File: config.mk
export PLATFORM = sky130hd
export DESIGN_NAME = div_share_ctrl
export DESIGN_NICKNAME = d
export VERILOG_FILES = /design/src/rtl/div_share_ctrl_pkg.sv /design/src/rtl/div_share_ctrl_rr_arbiter.sv /design/src/rtl/div_share_ctrl.sv
export SDC_FILE = /design/constraint.sdc
export NUM_CORES = 1
export LEC_CHECK = 0
export BUFFER_PORTS_ARGS = -buffer_cell sky130_fd_sc_hd__buf_2
export CAP_MARGIN = 25
export CORE_MARGIN = 1.5
export CORE_UTILIZATION = 44
export CTS_BUF_LIST = sky130_fd_sc_hd__clkbuf_4
export DETAILED_ROUTE_END_ITERATION = 8
export MAX_ROUTING_LAYER = met4
export PLACE_DENSITY_LB_ADDON = 0.1
export RECOVER_POWER = 50
export SYNTH_ARGS = -nofsm -noshare
export SYNTH_HDL_FRONTEND = slang
export SYNTH_SLANG_ARGS = --single-unit
File: constraint.sdc
create_clock -name clk -period 9.55 [get_ports clk]
set_input_delay 0 -clock clk [delete_from_list [all_inputs] [get_ports clk]]
set_output_delay 0 -clock clk [all_outputs]
set_load 0.05 [all_outputs]
File: src/rtl/div_share_ctrl_pkg.sv
// div_share_ctrl_pkg: shared FSM encoding and defaults for the shared-divider sequencer.
package div_share_ctrl_pkg;
  localparam int DEF_W = 16;
  localparam int DEF_NREQ = 4;
  localparam logic [63:0] DIV0_Q = '1;
  typedef enum logic [1:0] {S_IDLE, S_LAUNCH, S_WAIT, S_RESP} state_t;
endpackage

File: src/rtl/div_share_ctrl_rr_arbiter.sv
// rr_arbiter: combinational round-robin pick of the first requester at or after ptr.
module rr_arbiter
  import div_share_ctrl_pkg::*;
#(
  parameter int NREQ = DEF_NREQ,
  parameter int IDW = $clog2(NREQ)
) (
  input  logic [NREQ-1:0] req,
  input  logic [IDW-1:0]  ptr,
  output logic [NREQ-1:0] gnt,
  output logic [IDW-1:0]  id,
  output logic            any
);
  int j;
  always_comb begin
    gnt = '0;
    id = '0;
    any = 1'b0;
    j = 0;
    for (int k = 0; k < NREQ; k++) begin
      j = int'(ptr) + k;
      j = (j >= NREQ) ? j - NREQ : j;
      if (!any && req[j]) begin
        any = 1'b1;
        gnt[j] = 1'b1;
        id = IDW'(j);
      end
    end
  end
endmodule

File: src/rtl/div_share_ctrl.sv
// div_share_ctrl: round-robin sequencer sharing one multicycle divider among NREQ requesters.
module div_share_ctrl
  import div_share_ctrl_pkg::*;
#(
  parameter int W = DEF_W,
  parameter int NREQ = DEF_NREQ,
  parameter int IDW = $clog2(NREQ),
  parameter int TMO = W + 8
) (
  input  logic            clk,
  input  logic            rst,
  input  logic [NREQ-1:0] req_valid,
  input  logic [NREQ*W-1:0] req_dividend,
  input  logic [NREQ*W-1:0] req_divisor,
  output logic [NREQ-1:0] req_ready,
  output logic            rsp_valid,
  output logic [IDW-1:0]  rsp_id,
  output logic [W-1:0]    rsp_quotient,
  output logic [W-1:0]    rsp_remainder,
  output logic            rsp_err,
  output logic [W-1:0]    div_dividend,
  output logic [W-1:0]    div_divisor,
  output logic            div_init,
  output logic            div_rst,
  input  logic [W-1:0]    div_quotient,
  input  logic [W-1:0]    div_remainder,
  input  logic            div_valid,
  input  logic            div_busy
);
  localparam int CW = $clog2(TMO + 1);
  state_t state, state_nx;
  logic [IDW-1:0] rr_ptr, gid, id_q;
  logic [NREQ-1:0] gnt;
  logic [W-1:0] a_q, b_q, sel_a, sel_b;
  logic [CW-1:0] cnt;
  logic [1:0] rst_sr;
  logic tmo_rst, any, can_grant, acc, div0, tmo_hit;
  rr_arbiter #(.NREQ(NREQ), .IDW(IDW)) u_arb (
    .req(req_valid),
    .ptr(rr_ptr),
    .gnt(gnt),
    .id(gid),
    .any(any)
  );
  // rst_sr keeps the divider flushed for two edges after reset release
  always_comb begin
    sel_a = req_dividend[int'(gid)*W +: W];
    sel_b = req_divisor[int'(gid)*W +: W];
    div0 = sel_b == '0;
    can_grant = state == S_IDLE && !rst_sr[1];
    req_ready = can_grant ? gnt : '0;
    acc = can_grant && any;
    tmo_hit = state == S_WAIT && !div_valid && cnt == CW'(TMO - 1);
    div_init = state == S_LAUNCH && !div_busy;
    rsp_valid = state == S_RESP;
    div_rst = rst_sr[1] | tmo_rst;
    div_dividend = a_q;
    div_divisor = b_q;
  end
  always_comb begin
    state_nx = state;
    case (state)
      S_IDLE:   state_nx = acc ? (div0 ? S_RESP : S_LAUNCH) : S_IDLE;
      S_LAUNCH: state_nx = div_busy ? S_LAUNCH : S_WAIT;
      S_WAIT:   state_nx = (div_valid || tmo_hit) ? S_RESP : S_WAIT;
      default:  state_nx = S_IDLE;
    endcase
  end
  always_ff @(posedge clk or negedge rst) begin
    if (!rst) state <= S_IDLE;
    else state <= state_nx;
  end
  always_ff @(posedge clk or negedge rst) begin
    if (!rst) begin
      rr_ptr <= '0;
      id_q <= '0;
      a_q <= '0;
      b_q <= '0;
      cnt <= '0;
      rst_sr <= 2'b11;
      tmo_rst <= 1'b0;
      rsp_id <= '0;
      rsp_quotient <= '0;
      rsp_remainder <= '0;
      rsp_err <= 1'b0;
    end else begin
      rst_sr <= {rst_sr[0], 1'b0};
      tmo_rst <= tmo_hit;
      cnt <= (state == S_WAIT) ? cnt + 1'b1 : '0;
      if (acc) begin
        a_q <= sel_a;
        b_q <= sel_b;
        id_q <= gid;
      end
      if (acc && div0) begin
        rsp_id <= gid;
        rsp_quotient <= DIV0_Q[W-1:0];
        rsp_remainder <= sel_a;
        rsp_err <= 1'b1;
      end
      if (state == S_WAIT && div_valid) begin
        rsp_id <= id_q;
        rsp_quotient <= div_quotient;
        rsp_remainder <= div_remainder;
        rsp_err <= 1'b0;
      end
      if (tmo_hit) begin
        rsp_id <= id_q;
        rsp_quotient <= '0;
        rsp_remainder <= '0;
        rsp_err <= 1'b1;
      end
      if (state == S_RESP) rr_ptr <= (id_q == IDW'(NREQ - 1)) ? '0 : id_q + 1'b1;
    end
  end
endmodule

# After elaboration in Yosys (flattened, before gate mapping)
# Cells that the tools add are included.
# op_classes
n_addsub	9
order_cmp	12
n_eq_ne	5
n_shift	2
n_mux	56
bitwise_logic	4
n_reduce_logical	24
# ops
operator	count
$ge A32 B1 Y1 const B	4
$lt A32 B4 Y1 const B	4
$mux W32	4
$shiftx A64 B7 Y16	2
$ge A32 B4 Y1 const B	3
$mux W16	6
$sub A32 B4 Y32 const B	3
$mux W2	11
$mux W1	20
$mux W4	5
$logic_not A16 Y1	1
$logic_and A1 B1 Y1	14
$or A4 B4 Y4	3
$bmux W1 S2	4
$demux W1 S2	4
$add A2 B2 Y3 const B	2
$eq A2 B2 Y1 const B	3
$logic_not A1 Y1	6
$pmux W2 S3	1
$add A5 B1 Y5 const B	1
$eq A5 B5 Y1 const B	1
$mux W5	1
$sub A2 B3 Y4 const B	1
$add A2 B1 Y3 const B	1
7 further kinds	7
# totals
register_bits	81
input_bits	168
out_inout_bits	74
elab_cells	124

# Depth between registers and ports, before layout
# Gate-level depths: netlist of the first run.
# logic_depth
depth_word	21
ltp_mapped	17
depth_no_buf	12

# By module
# A second synthesis of the first run with hierarchy kept.
# unflattened
cells_unflattened	348
hier_area_um2	4757.1
# modules_own_cells
module	n_inst	cells_each	area_per_inst_um2	seq_area_each_um2
div_share_ctrl	1	300	4296.6	2029.4
rr_arbiter	1	48	460.4	0.0

# Worst setup path before layout of the first run
# Ideal clock, no wire load.
# synth_timing
path_type	register to register
startpoint	register rr_ptr[0]
endpoint	register rsp_id[0]
setup_time_ns	0.127
arrival_time_ns	3.785
required_ns	9.423
path_slack_ns	5.638
stages_incl_launch_ff	16
n_path_buf	3
period_less_slack_ns	3.912
cell_sequence	dfrtp_1 buf_4 inv_1 ha_1 clkbuf_1 mux4_2 nor2b_4 o21ai_2 o2bb2ai_1 mux2i_1 a2111o_1 or4b_1 nor4_4 buf_4 mux2i_1 o21ai_1
# synth_between
elab_chain_len	19
elab_cells_between_ends	49
classes_between	7 x add/sub; 4 x order compare; 1 x shift; 27 x mux; 10 x reduce/logical
# synth_rtl
element	line_no	text
from (decl)	div_share_ctrl.sv:32	logic [IDW-1:0] rr_ptr, gid, id_q;
from (signal assigned)	div_share_ctrl.sv:113	if (state == S_RESP) rr_ptr <= (id_q == IDW'(NREQ - 1)) ? '0 : id_q + 1'b1;
branches (longest 19 deep; another with $sub A32 B4 Y32)	-	
to (signal assigned)	div_share_ctrl.sv:96	rsp_id <= gid;
to (signal assigned)	div_share_ctrl.sv:102	rsp_id <= id_q;
to (signal assigned)	div_share_ctrl.sv:108	rsp_id <= id_q;
to (decl)	div_share_ctrl.sv:17	output logic [IDW-1:0] rsp_id,
# Several ways; the timed one is not identified. The select of a mux whose other input is x is not followed.
# A chain may end at the register's enable or synchronous reset.

# Worst setup path after layout of the first run
# layout_timing
startpoint	register rr_ptr[0]
endpoint	register rsp_quotient[4]
# layout_between
elab_chain_len	19
elab_cells_between_ends	46
classes_between	7 x add/sub; 4 x order compare; 1 x shift; 24 x mux; 10 x reduce/logical
# layout_rtl
element	line_no	text
branches (longest 17 deep; another with $sub A32 B4 Y32)	-	
$logic_and A1 B1 Y1 *	div_share_ctrl.sv:95	if (acc && div0) begin
$reduce_bool A3 Y1 (no source line) *	-	
to (signal assigned)	div_share_ctrl.sv:97	rsp_quotient <= DIV0_Q[W-1:0];
to (signal assigned)	div_share_ctrl.sv:103	rsp_quotient <= div_quotient;
to (decl)	div_share_ctrl.sv:18	output logic [W-1:0] rsp_quotient,
# Mark *: on every way between the ends. The select of a mux whose other input is x is not followed.

==> impl_metrics.prom, run 1 <==
# TYPE chip_impl_metric gauge
chip_impl_info{name="status",value="complete, but fails checks"} 1
chip_impl_info{name="failed_checks",value="max-capacitance violations, max-slew violations"} 1
chip_impl_metric{name="post_cts.repair.setup_buffers",unit=""} 0
chip_impl_info{name="path_cells",value="inv_1, ha_1, a211o_1, o31a_1, o221ai_4, buf_4, mux2i_1, a2111o_1, or4b_1, nor4_4, buf_4, nor3_1, nor3_1, dlygate4sd3_1"} 1
chip_impl_metric{name="initial_core_util",unit=""} 0.452
chip_impl_metric{name="number_of_flops_mapped_to_enable_cells_by_yosys",unit=""} 0
chip_impl_metric{name="syn2layout_area_growth",unit="%"} 37.6
chip_impl_info{name="root_buffer_selected_by_cts",value="clkbuf_4"} 1
chip_impl_metric{name="number_of_vias_after_detailed_routing",unit=""} 4997
chip_impl_info{name="ys.flop_type",value="dfrtp_1"} 1
chip_impl_metric{name="period_minus_slack",unit="ns"} 5.70
chip_impl_metric{name="design.die.area",unit="um^2"} 11800
chip_impl_info{name="rsz0062_at_grt",value="no"} 1
chip_impl_metric{name="crit_fanout",unit=""} 70
chip_impl_metric{name="fillers",unit=""} 939
chip_impl_metric{name="finalHoldViolCount",unit=""} 0
chip_impl_metric{name="global_route_wire_length_before_repair",unit="um"} 23800
chip_impl_info{name="yosys-top-cells-area",value="dfrtp_1, mux2i_1, nor3_1"} 1
chip_impl_metric{name="hold_buffers_post_cts",unit=""} 42
chip_impl_metric{name="number_of_top_level_pins",unit=""} 242
chip_impl_metric{name="synthesis.nets",unit=""} 711
chip_impl_metric{name="die_h",unit="um"} 108
chip_impl_metric{name="fin_cells",unit=""} 941
chip_impl_metric{name="cts_buffer_depth",unit=""} 2
chip_impl_metric{name="cell_area_after_synthesis",unit="um^2"} 4890
chip_impl_metric{name="coreArea",unit="um^2"} 10800
chip_impl_metric{name="grt_antenna_before_repair",unit=""} 0
chip_impl_metric{name="ys_warn_count",unit=""} 0
chip_impl_metric{name="insertion_delay",unit="ns"} 0.42
chip_impl_metric{name="cts_sinks",unit=""} 81
chip_impl_metric{name="cts_made_buffers",unit=""} 9
chip_impl_metric{name="fmax",unit="GHz"} 0.175
chip_impl_metric{name="total_setup_violations_reported_at_the_end_of_the_flow",unit=""} 0
chip_impl_info{name="min-delay-path-class",value="in2reg"} 1
chip_impl_metric{name="syn-instance-count",unit=""} 536
chip_impl_info{name="yosys.area.top_type",value="dfrtp_1"} 1
chip_impl_metric{name="inserted_diodes",unit=""} 0
chip_impl_metric{name="worst_clock_skew",unit="ns"} 0.0262
chip_impl_metric{name="via_count_of_the_first_global_routing_pass",unit=""} 4927
chip_impl_metric{name="cellLeakagePower",unit="nW"} 3.36
chip_impl_metric{name="drive_gt1_frac",unit=""} 0.340
chip_impl_metric{name="dp.final_hpwl",unit="um"} 10800
chip_impl_metric{name="post-route-drc-count",unit=""} 0
chip_impl_metric{name="final.period_utilization",unit=""} 0.597
chip_impl_metric{name="longest_individual_stage_delay_on_the_worst_path",unit="ns"} 0.83
chip_impl_info{name="crit_path_end_kind",value="register"} 1
chip_impl_metric{name="max_cap_viol_count",unit=""} 1
chip_impl_metric{name="floorplan.die.width",unit="um"} 108
chip_impl_metric{name="layout.nets",unit=""} 971
chip_impl_info{name="tritoncts",value="built"} 1
chip_impl_metric{name="fp-row-count",unit=""} 38
chip_impl_metric{name="vdd_drop_max",unit="V"} 0.000195
chip_impl_metric{name="regToRegSetupSlack",unit="ns"} 3.85
chip_impl_metric{name="cts.repair.resized",unit=""} 0
chip_impl_metric{name="avgSynthCellArea",unit="um^2"} 9.13
chip_impl_metric{name="number_of_vias_per_cell",unit=""} 5.31
chip_impl_metric{name="portBuffers",unit=""} 241
chip_impl_metric{name="slew_viol_final",unit=""} 73
chip_impl_metric{name="gp_congestion",unit=""} 0.935
chip_impl_metric{name="grt_overflow",unit=""} 0
chip_impl_info{name="critPathSlowestCell",value="dfrtp_1"} 1
chip_impl_info{name="yosys.cell_count.top_type",value="dfrtp_1"} 1
chip_impl_info{name="synth_commonest_cells",value="dfrtp_1, nor3_1, nand2_1"} 1
chip_impl_metric{name="timing.max_slew.rel_slack",unit=""} -1.58
chip_impl_metric{name="netlist.area_leader.share",unit=""} 0.404
chip_impl_info{name="startpoint_type",value="register"} 1
chip_impl_metric{name="yosysUniqueCellTypes",unit=""} 50
chip_impl_metric{name="placed_cells",unit=""} 880
chip_impl_metric{name="worstPathRequired",unit="ns"} 9.93
chip_impl_info{name="crit_type",value="reg2reg"} 1
chip_impl_metric{name="drt_pre_antenna_iters",unit=""} 5
chip_impl_metric{name="ys_seq_elements",unit=""} 81
chip_impl_metric{name="wl_per_cell",unit="um"} 16.0
chip_impl_metric{name="detailedRoute.firstIterationViolations",unit=""} 242
chip_impl_metric{name="worst_slew_pin_slew",unit="ns"} 3.87
chip_impl_metric{name="ys_seq_area_frac",unit=""} 0.415
chip_impl_metric{name="power-per-cell-area",unit="nW/um^2"} 362
chip_impl_metric{name="track_usage",unit=""} 0.266
chip_impl_metric{name="finish.utilization",unit=""} 0.621
chip_impl_metric{name="async_reset_ff_frac",unit=""} 1.00
chip_impl_metric{name="cts.reportedPaths.clkPinSlew",unit="ns"} 0.15
chip_impl_metric{name="antenna_left",unit=""} 0
chip_impl_metric{name="routed_wirelength",unit="um"} 15000
chip_impl_metric{name="post_route_setup_tns",unit="ns"} 0
chip_impl_metric{name="grt_max_degree",unit=""} 82
chip_impl_metric{name="arrival",unit="ns"} 6.08
chip_impl_metric{name="htree_levels",unit=""} 3
## sequential cells by signal, indices dropped and copies added (netlist names), 5 cells and up
name and count:
div_divisor 16, rsp_quotient 16, cnt 5, rsp_remainder 16, div_dividend 16
## final cells by class
type	count	area, um^2	share of cell area
multi-input combinational	406	2680	0.398
sequential	81	2030	0.301
timing repair buffer	291	1660	0.246
tap	140	175	0.0260
clock inverter	7	101	0.0150
clock buffer	9	67.6	0.0100
inverter	7	26.3	0.00390
## worst max-delay path: cells and delay by family, from the launching register on
family                   cells  cell delay [ns]
adder cells (fa/ha/maj)      1             0.48
AND/OR/NAND/NOR              4             1.02
AO/OA/AOI/OAI                4             1.05
flip-flops                   1             0.83
buffers and inverters        4             2.07
multiplexers                 1             0.16
## routing by layer
metal | vias up | routed length [um] | GRT usage
met5 | - | 0 | -
met4 | 0 | 215 | 0.0667
met3 | 20 | 1120 | 0.0675
met2 | 194 | 7510 | 0.452
met1 | 2350 | 6160 | 0.316
li1 | 2433 | - | -
## power breakdown
group          switching [mW]  internal [mW]
combinational            1.09          0.504
sequential              0.105          0.495
clock                   0.127          0.109
total                    1.33           1.11
## cells in the final DEF (no fill, tap or decap), drive strengths merged, types with 4 or more instances in the layout
cell type | netlist | final
a221oi | 4 | 4
a22oi | 4 | 4
and3 | 15 | 15
buf | 15 | 214
clkbuf | 27 | 43
dfrtp | 79 | 79
dlygate4sd3 | 0 | 43
ha | 7 | 7
inv | 7 | 9
mux2 | 31 | 31
mux2i | 49 | 49
nand2 | 61 | 61
nand3 | 4 | 4
nor2 | 43 | 43
nor3 | 68 | 68
nor4 | 4 | 4
o21ai | 57 | 57
o21bai | 16 | 16
## path summary, 6_finish.rpt
path / start / endpoint / cells after the start
max: rr_ptr[0] / rsp_quotient[4] / 14
min: req_divisor[45] / div_divisor[13] / 5
max reg2reg: rr_ptr[0] / rsp_quotient[4] / 14
min reg2reg: rst_sr[0] / rst_sr[1] / 0
max in group asynchronous: rst / div_dividend[11] / 4
min in group asynchronous: rst / div_dividend[3] / 3
## cells by family after synthesis
family	share of synthesized area
adders and majority gates	0.0179
DFF	0.415
other	0.000766
AOI/OAI and AO/OA	0.130
buffers and inverters	0.0419
muxes	0.185
xor gates and xnor gates	0.00537
and+or+nand+nor	0.204
## through the flow
stage | instance area (um^2) | hold WS (ns) | power [mW] | setup slack [ns]
final | 6740 | 0.0291 | 2.44 | 3.85
after global placement | 6160 | 0.218 | 2.16 | 4.48
after floorplan | 4890 | -0.296 | 1.81 | 5.64
after detailed placement | 6160 | 0.231 | 2.19 | 4.30
after global routing | 6740 | 0.0226 | 2.61 | 3.42
after CTS | 6750 | 0.000418 | 2.46 | 3.81
Power figures use the tool's default switching activity.
==> run 2: changes to the inputs <==
--- a/config.mk
+++ b/config.mk
@@ -8,7 +8,7 @@
 export BUFFER_PORTS_ARGS = -buffer_cell sky130_fd_sc_hd__buf_2
 export CAP_MARGIN = 25
 export CORE_MARGIN = 1.5
-export CORE_UTILIZATION = 44
+export CORE_UTILIZATION = 43
 export CTS_BUF_LIST = sky130_fd_sc_hd__clkbuf_4
 export DETAILED_ROUTE_END_ITERATION = 8
 export MAX_ROUTING_LAYER = met4
==> constraint.sdc (replaced) <==
create_clock -name clk -period 5.1 [get_ports clk]
set_input_delay 0 -clock clk [delete_from_list [all_inputs] [get_ports clk]]
set_output_delay 0 -clock clk [all_outputs]
set_load 0.05 [all_outputs]
==> run 2 against run 1 <==
The flow still finishes with violations (max-capacitance violations, max-slew violations). Flip-flop and latch count unchanged. Routed wire length up 0.35%. Combinational power up 86%. First-iteration DRC count up 2.1%. Clock-buffer cell count unchanged. Die area up 2.3%. Sequential share of layout area up 0.16 points. Final area down 0.54%. Maximum frequency up 27%. Final cell count up 0.11%. Sequential power up 85%. Largest cell class unchanged. Highest routed layer unchanged.
==> impl_metrics.prom, run 2 (synthesis results as in run 1) <==
# TYPE chip_impl_metric gauge
chip_impl_metric{name="track_usage",unit=""} 0.264
chip_impl_metric{name="total_setup_violations_reported_at_the_end_of_the_flow",unit=""} 0
chip_impl_metric{name="number_of_vias_after_detailed_routing",unit=""} 4963
chip_impl_info{name="layout_commonest_cell",value="buf_2"} 1
chip_impl_metric{name="routed_wirelength",unit="um"} 15100
chip_impl_metric{name="crit_fanout",unit=""} 52
chip_impl_metric{name="met2RoutedLength",unit="um"} 7510
chip_impl_metric{name="grt_overflow",unit=""} 0
chip_impl_metric{name="arrival",unit="ns"} 4.77
chip_impl_info{name="startpoint_type",value="register"} 1
chip_impl_metric{name="cts.repair.resized",unit=""} 0
chip_impl_info{name="crit_path_end_kind",value="register"} 1
chip_impl_info{name="path_cells",value="inv_1, ha_1, a211o_1, o31a_1, o221ai_4, buf_4, mux2i_1, mux2_2, or4b_1, nor4_4, buf_4, and3_1, nor3_1"} 1
chip_impl_metric{name="timing.max_slew.rel_slack",unit=""} -1.09
chip_impl_metric{name="wl_met3",unit="um"} 1230
chip_impl_metric{name="wl_per_cell",unit="um"} 16.0
chip_impl_metric{name="multiInputGateArea",unit="um^2"} 2680
chip_impl_metric{name="final_area",unit="um^2"} 6700
chip_impl_metric{name="detailedRoute.firstIterationViolations",unit=""} 247
chip_impl_metric{name="number_of_vias_per_cell",unit=""} 5.27
chip_impl_info{name="failed_checks",value="max-capacitance violations, max-slew violations"} 1
chip_impl_metric{name="cts_buffer_depth",unit=""} 2
chip_impl_metric{name="slew_viol_final",unit=""} 72
chip_impl_metric{name="vdd_drop_max",unit="V"} 0.000348
chip_impl_metric{name="cellLeakagePower",unit="nW"} 3.33
chip_impl_metric{name="insertion_delay",unit="ns"} 0.43
chip_impl_info{name="route.top_layer_used",value="met4"} 1
chip_impl_metric{name="longest_individual_stage_delay_on_the_worst_path",unit="ns"} 0.54
chip_impl_info{name="crit_type",value="reg2reg"} 1
chip_impl_metric{name="inserted_diodes",unit=""} 0
chip_impl_metric{name="worst_clock_skew",unit="ns"} 0.0255
chip_impl_info{name="worstReg2RegEnd",value="rsp_remainder[8]"} 1
chip_impl_metric{name="cells_on_worst_reg2reg_path",unit=""} 13
chip_impl_metric{name="postLayoutSetupSlackWorst",unit="ns"} 0.622
chip_impl_metric{name="dp.final_hpwl",unit="um"} 11100
chip_impl_metric{name="design.die.area",unit="um^2"} 12000
chip_impl_metric{name="area.sequential",unit="um^2"} 2030
chip_impl_metric{name="placed_cells",unit=""} 883
chip_impl_metric{name="number_of_top_level_pins",unit=""} 242
chip_impl_metric{name="fp-row-count",unit=""} 38
chip_impl_metric{name="max_cap_viol_count",unit=""} 1
chip_impl_metric{name="regToRegSetupSlack",unit="ns"} 0.62
chip_impl_metric{name="cts_sinks",unit=""} 81
chip_impl_metric{name="gp_congestion",unit=""} 0.947
chip_impl_metric{name="met1Wirelength",unit="um"} 6070
chip_impl_metric{name="post_route_setup_tns",unit="ns"} 0
chip_impl_info{name="status",value="complete, but fails checks"} 1
chip_impl_metric{name="drive_gt1_frac",unit=""} 0.327
chip_impl_metric{name="period_minus_slack",unit="ns"} 4.48
chip_impl_metric{name="place_worst_setup_slack",unit="ns"} 0.647
chip_impl_metric{name="htree_levels",unit=""} 3
chip_impl_metric{name="post-route-drc-count",unit=""} 0
chip_impl_metric{name="dpl_cell_area",unit="um^2"} 6180
chip_impl_metric{name="fillers",unit=""} 986
chip_impl_metric{name="fmax",unit="GHz"} 0.223
chip_impl_metric{name="grt_max_degree",unit=""} 82
chip_impl_info{name="root_buffer_selected_by_cts",value="clkbuf_4"} 1
chip_impl_info{name="min-delay-path-class",value="in2reg"} 1
chip_impl_metric{name="worst_slew_pin_slew",unit="ns"} 3.13
chip_impl_metric{name="final.period_utilization",unit=""} 0.878
chip_impl_metric{name="antenna_left",unit=""} 0
chip_impl_info{name="rsz0062_at_grt",value="no"} 1
chip_impl_metric{name="fin_cells",unit=""} 942
chip_impl_metric{name="cts_made_buffers",unit=""} 9
chip_impl_metric{name="global_route_wire_length_before_repair",unit="um"} 23900
chip_impl_metric{name="grt_antenna_before_repair",unit=""} 0
chip_impl_metric{name="power-per-cell-area",unit="nW/um^2"} 667
chip_impl_metric{name="syn2layout_area_growth",unit="%"} 36.9
chip_impl_metric{name="portBuffers",unit=""} 241
chip_impl_metric{name="layout.nets",unit=""} 972
chip_impl_info{name="tritoncts",value="built"} 1
chip_impl_metric{name="finish.utilization",unit=""} 0.610
chip_impl_info{name="critPathSlowestCell",value="dfrtp_1"} 1
chip_impl_info{name="worst_path_most_repeated_cell",value="buf_4"} 1
chip_impl_metric{name="drt_pre_antenna_iters",unit=""} 4
chip_impl_metric{name="worstPathRequired",unit="ns"} 5.40
chip_impl_info{name="startpoint",value="rr_ptr[1]"} 1
chip_impl_info{name="worst_r2r_startpoint",value="rr_ptr[1]"} 1
chip_impl_metric{name="die_h",unit="um"} 110
chip_impl_metric{name="cts.reportedPaths.clkPinSlew",unit="ns"} 0.14
chip_impl_metric{name="finalHoldViolCount",unit=""} 0
chip_impl_info{name="commonest_cells_after_routing_fill_and_taps_aside",value="buf_2, dfrtp_1, nor3_1"} 1
chip_impl_metric{name="coreArea",unit="um^2"} 11000
chip_impl_metric{name="via_count_of_the_first_global_routing_pass",unit=""} 4915
chip_impl_metric{name="floorplan.die.width",unit="um"} 110
chip_impl_metric{name="initial_core_util",unit=""} 0.446
chip_impl_info{name="timing.critical_path.to",value="rsp_remainder[8]"} 1
[run 2: cell types whose count changed in the layout (fill, tap and decap cells not counted)]
cell | before | now
bufinv_16 | 2 | 1
dlymetal6s2s_1 | 0 | 1
clkbuf_1 | 34 | 45
inv_8 | 1 | 0
dlygate4sd3_1 | 43 | 41
clkinv_2 | 0 | 1
buf_4 | 5 | 8
clkinv_1 | 1 | 2
buf_2 | 208 | 196
[run 2: power breakdown]
part / switching, mW / total (mW) / internal (mW)
registers: 0.181 / 1.11 / 0.928
logic: 2.06 / 2.98 / 0.924
clock network: 0.229 / 0.378 / 0.149
total: 2.47 / 4.47 / 2.00
[run 2: repair_timing]
item / CTS / global route
hold endpoints to repair: 115 / 10
setup endpoints to repair: 0 / 0
hold buffers: 40 / 1
setup buffers: 0 / 0
[run 2: routing by layer]
metal | vias up | track usage
li1 | 2422 | -
met5 | - | -
met2 | 187 | 0.452
met4 | 0 | 0.0631
met3 | 26 | 0.0777
met1 | 2328 | 0.306
[run 2: final cells by class]
cell class / instances / share of cell area
clock buffers: 9 / 0.0101
flip-flops and latches: 81 / 0.303
repair buffers: 292 / 0.247
clock inverters: 7 / 0.0103
multi-input cells: 406 / 0.400
well taps: 140 / 0.0261
inverters: 7 / 0.00392
[run 2: stage by stage]
stage	power (mW)	hold slack, ns
floorplan	3.39	-0.296
global placement	4.06	0.216
global route	4.78	0.0248
finish	4.47	0.0302
CTS	4.54	0.00135
detailed placement	4.12	0.224
[run 2: worst min-delay path by stage]
stage,slack (ns),to,cells past startpoint,startpoint
2_1_floorplan,-0.30,cnt[0],0,rst
3_3_place_gp,0.22,rsp_remainder[15],3,div_remainder[15]
3_5_place_dp,0.22,rsp_remainder[15],3,div_remainder[15]
4_1_cts,0.001,div_divisor[1],5,req_divisor[1]
5_1_grt,0.02,div_divisor[1],5,req_divisor[33]
6_report,0.03,div_divisor[1],5,req_divisor[1]
[run 2: worst max-delay path: cells and delay by family (launching register included)]
kind            cells  cell delay, ns
mux                 2            0.44
simple gates        4            0.94
fa+ha+maj           1            0.42
buf+inv             3            1.14
flops               1            0.54
compound gates      3            0.80
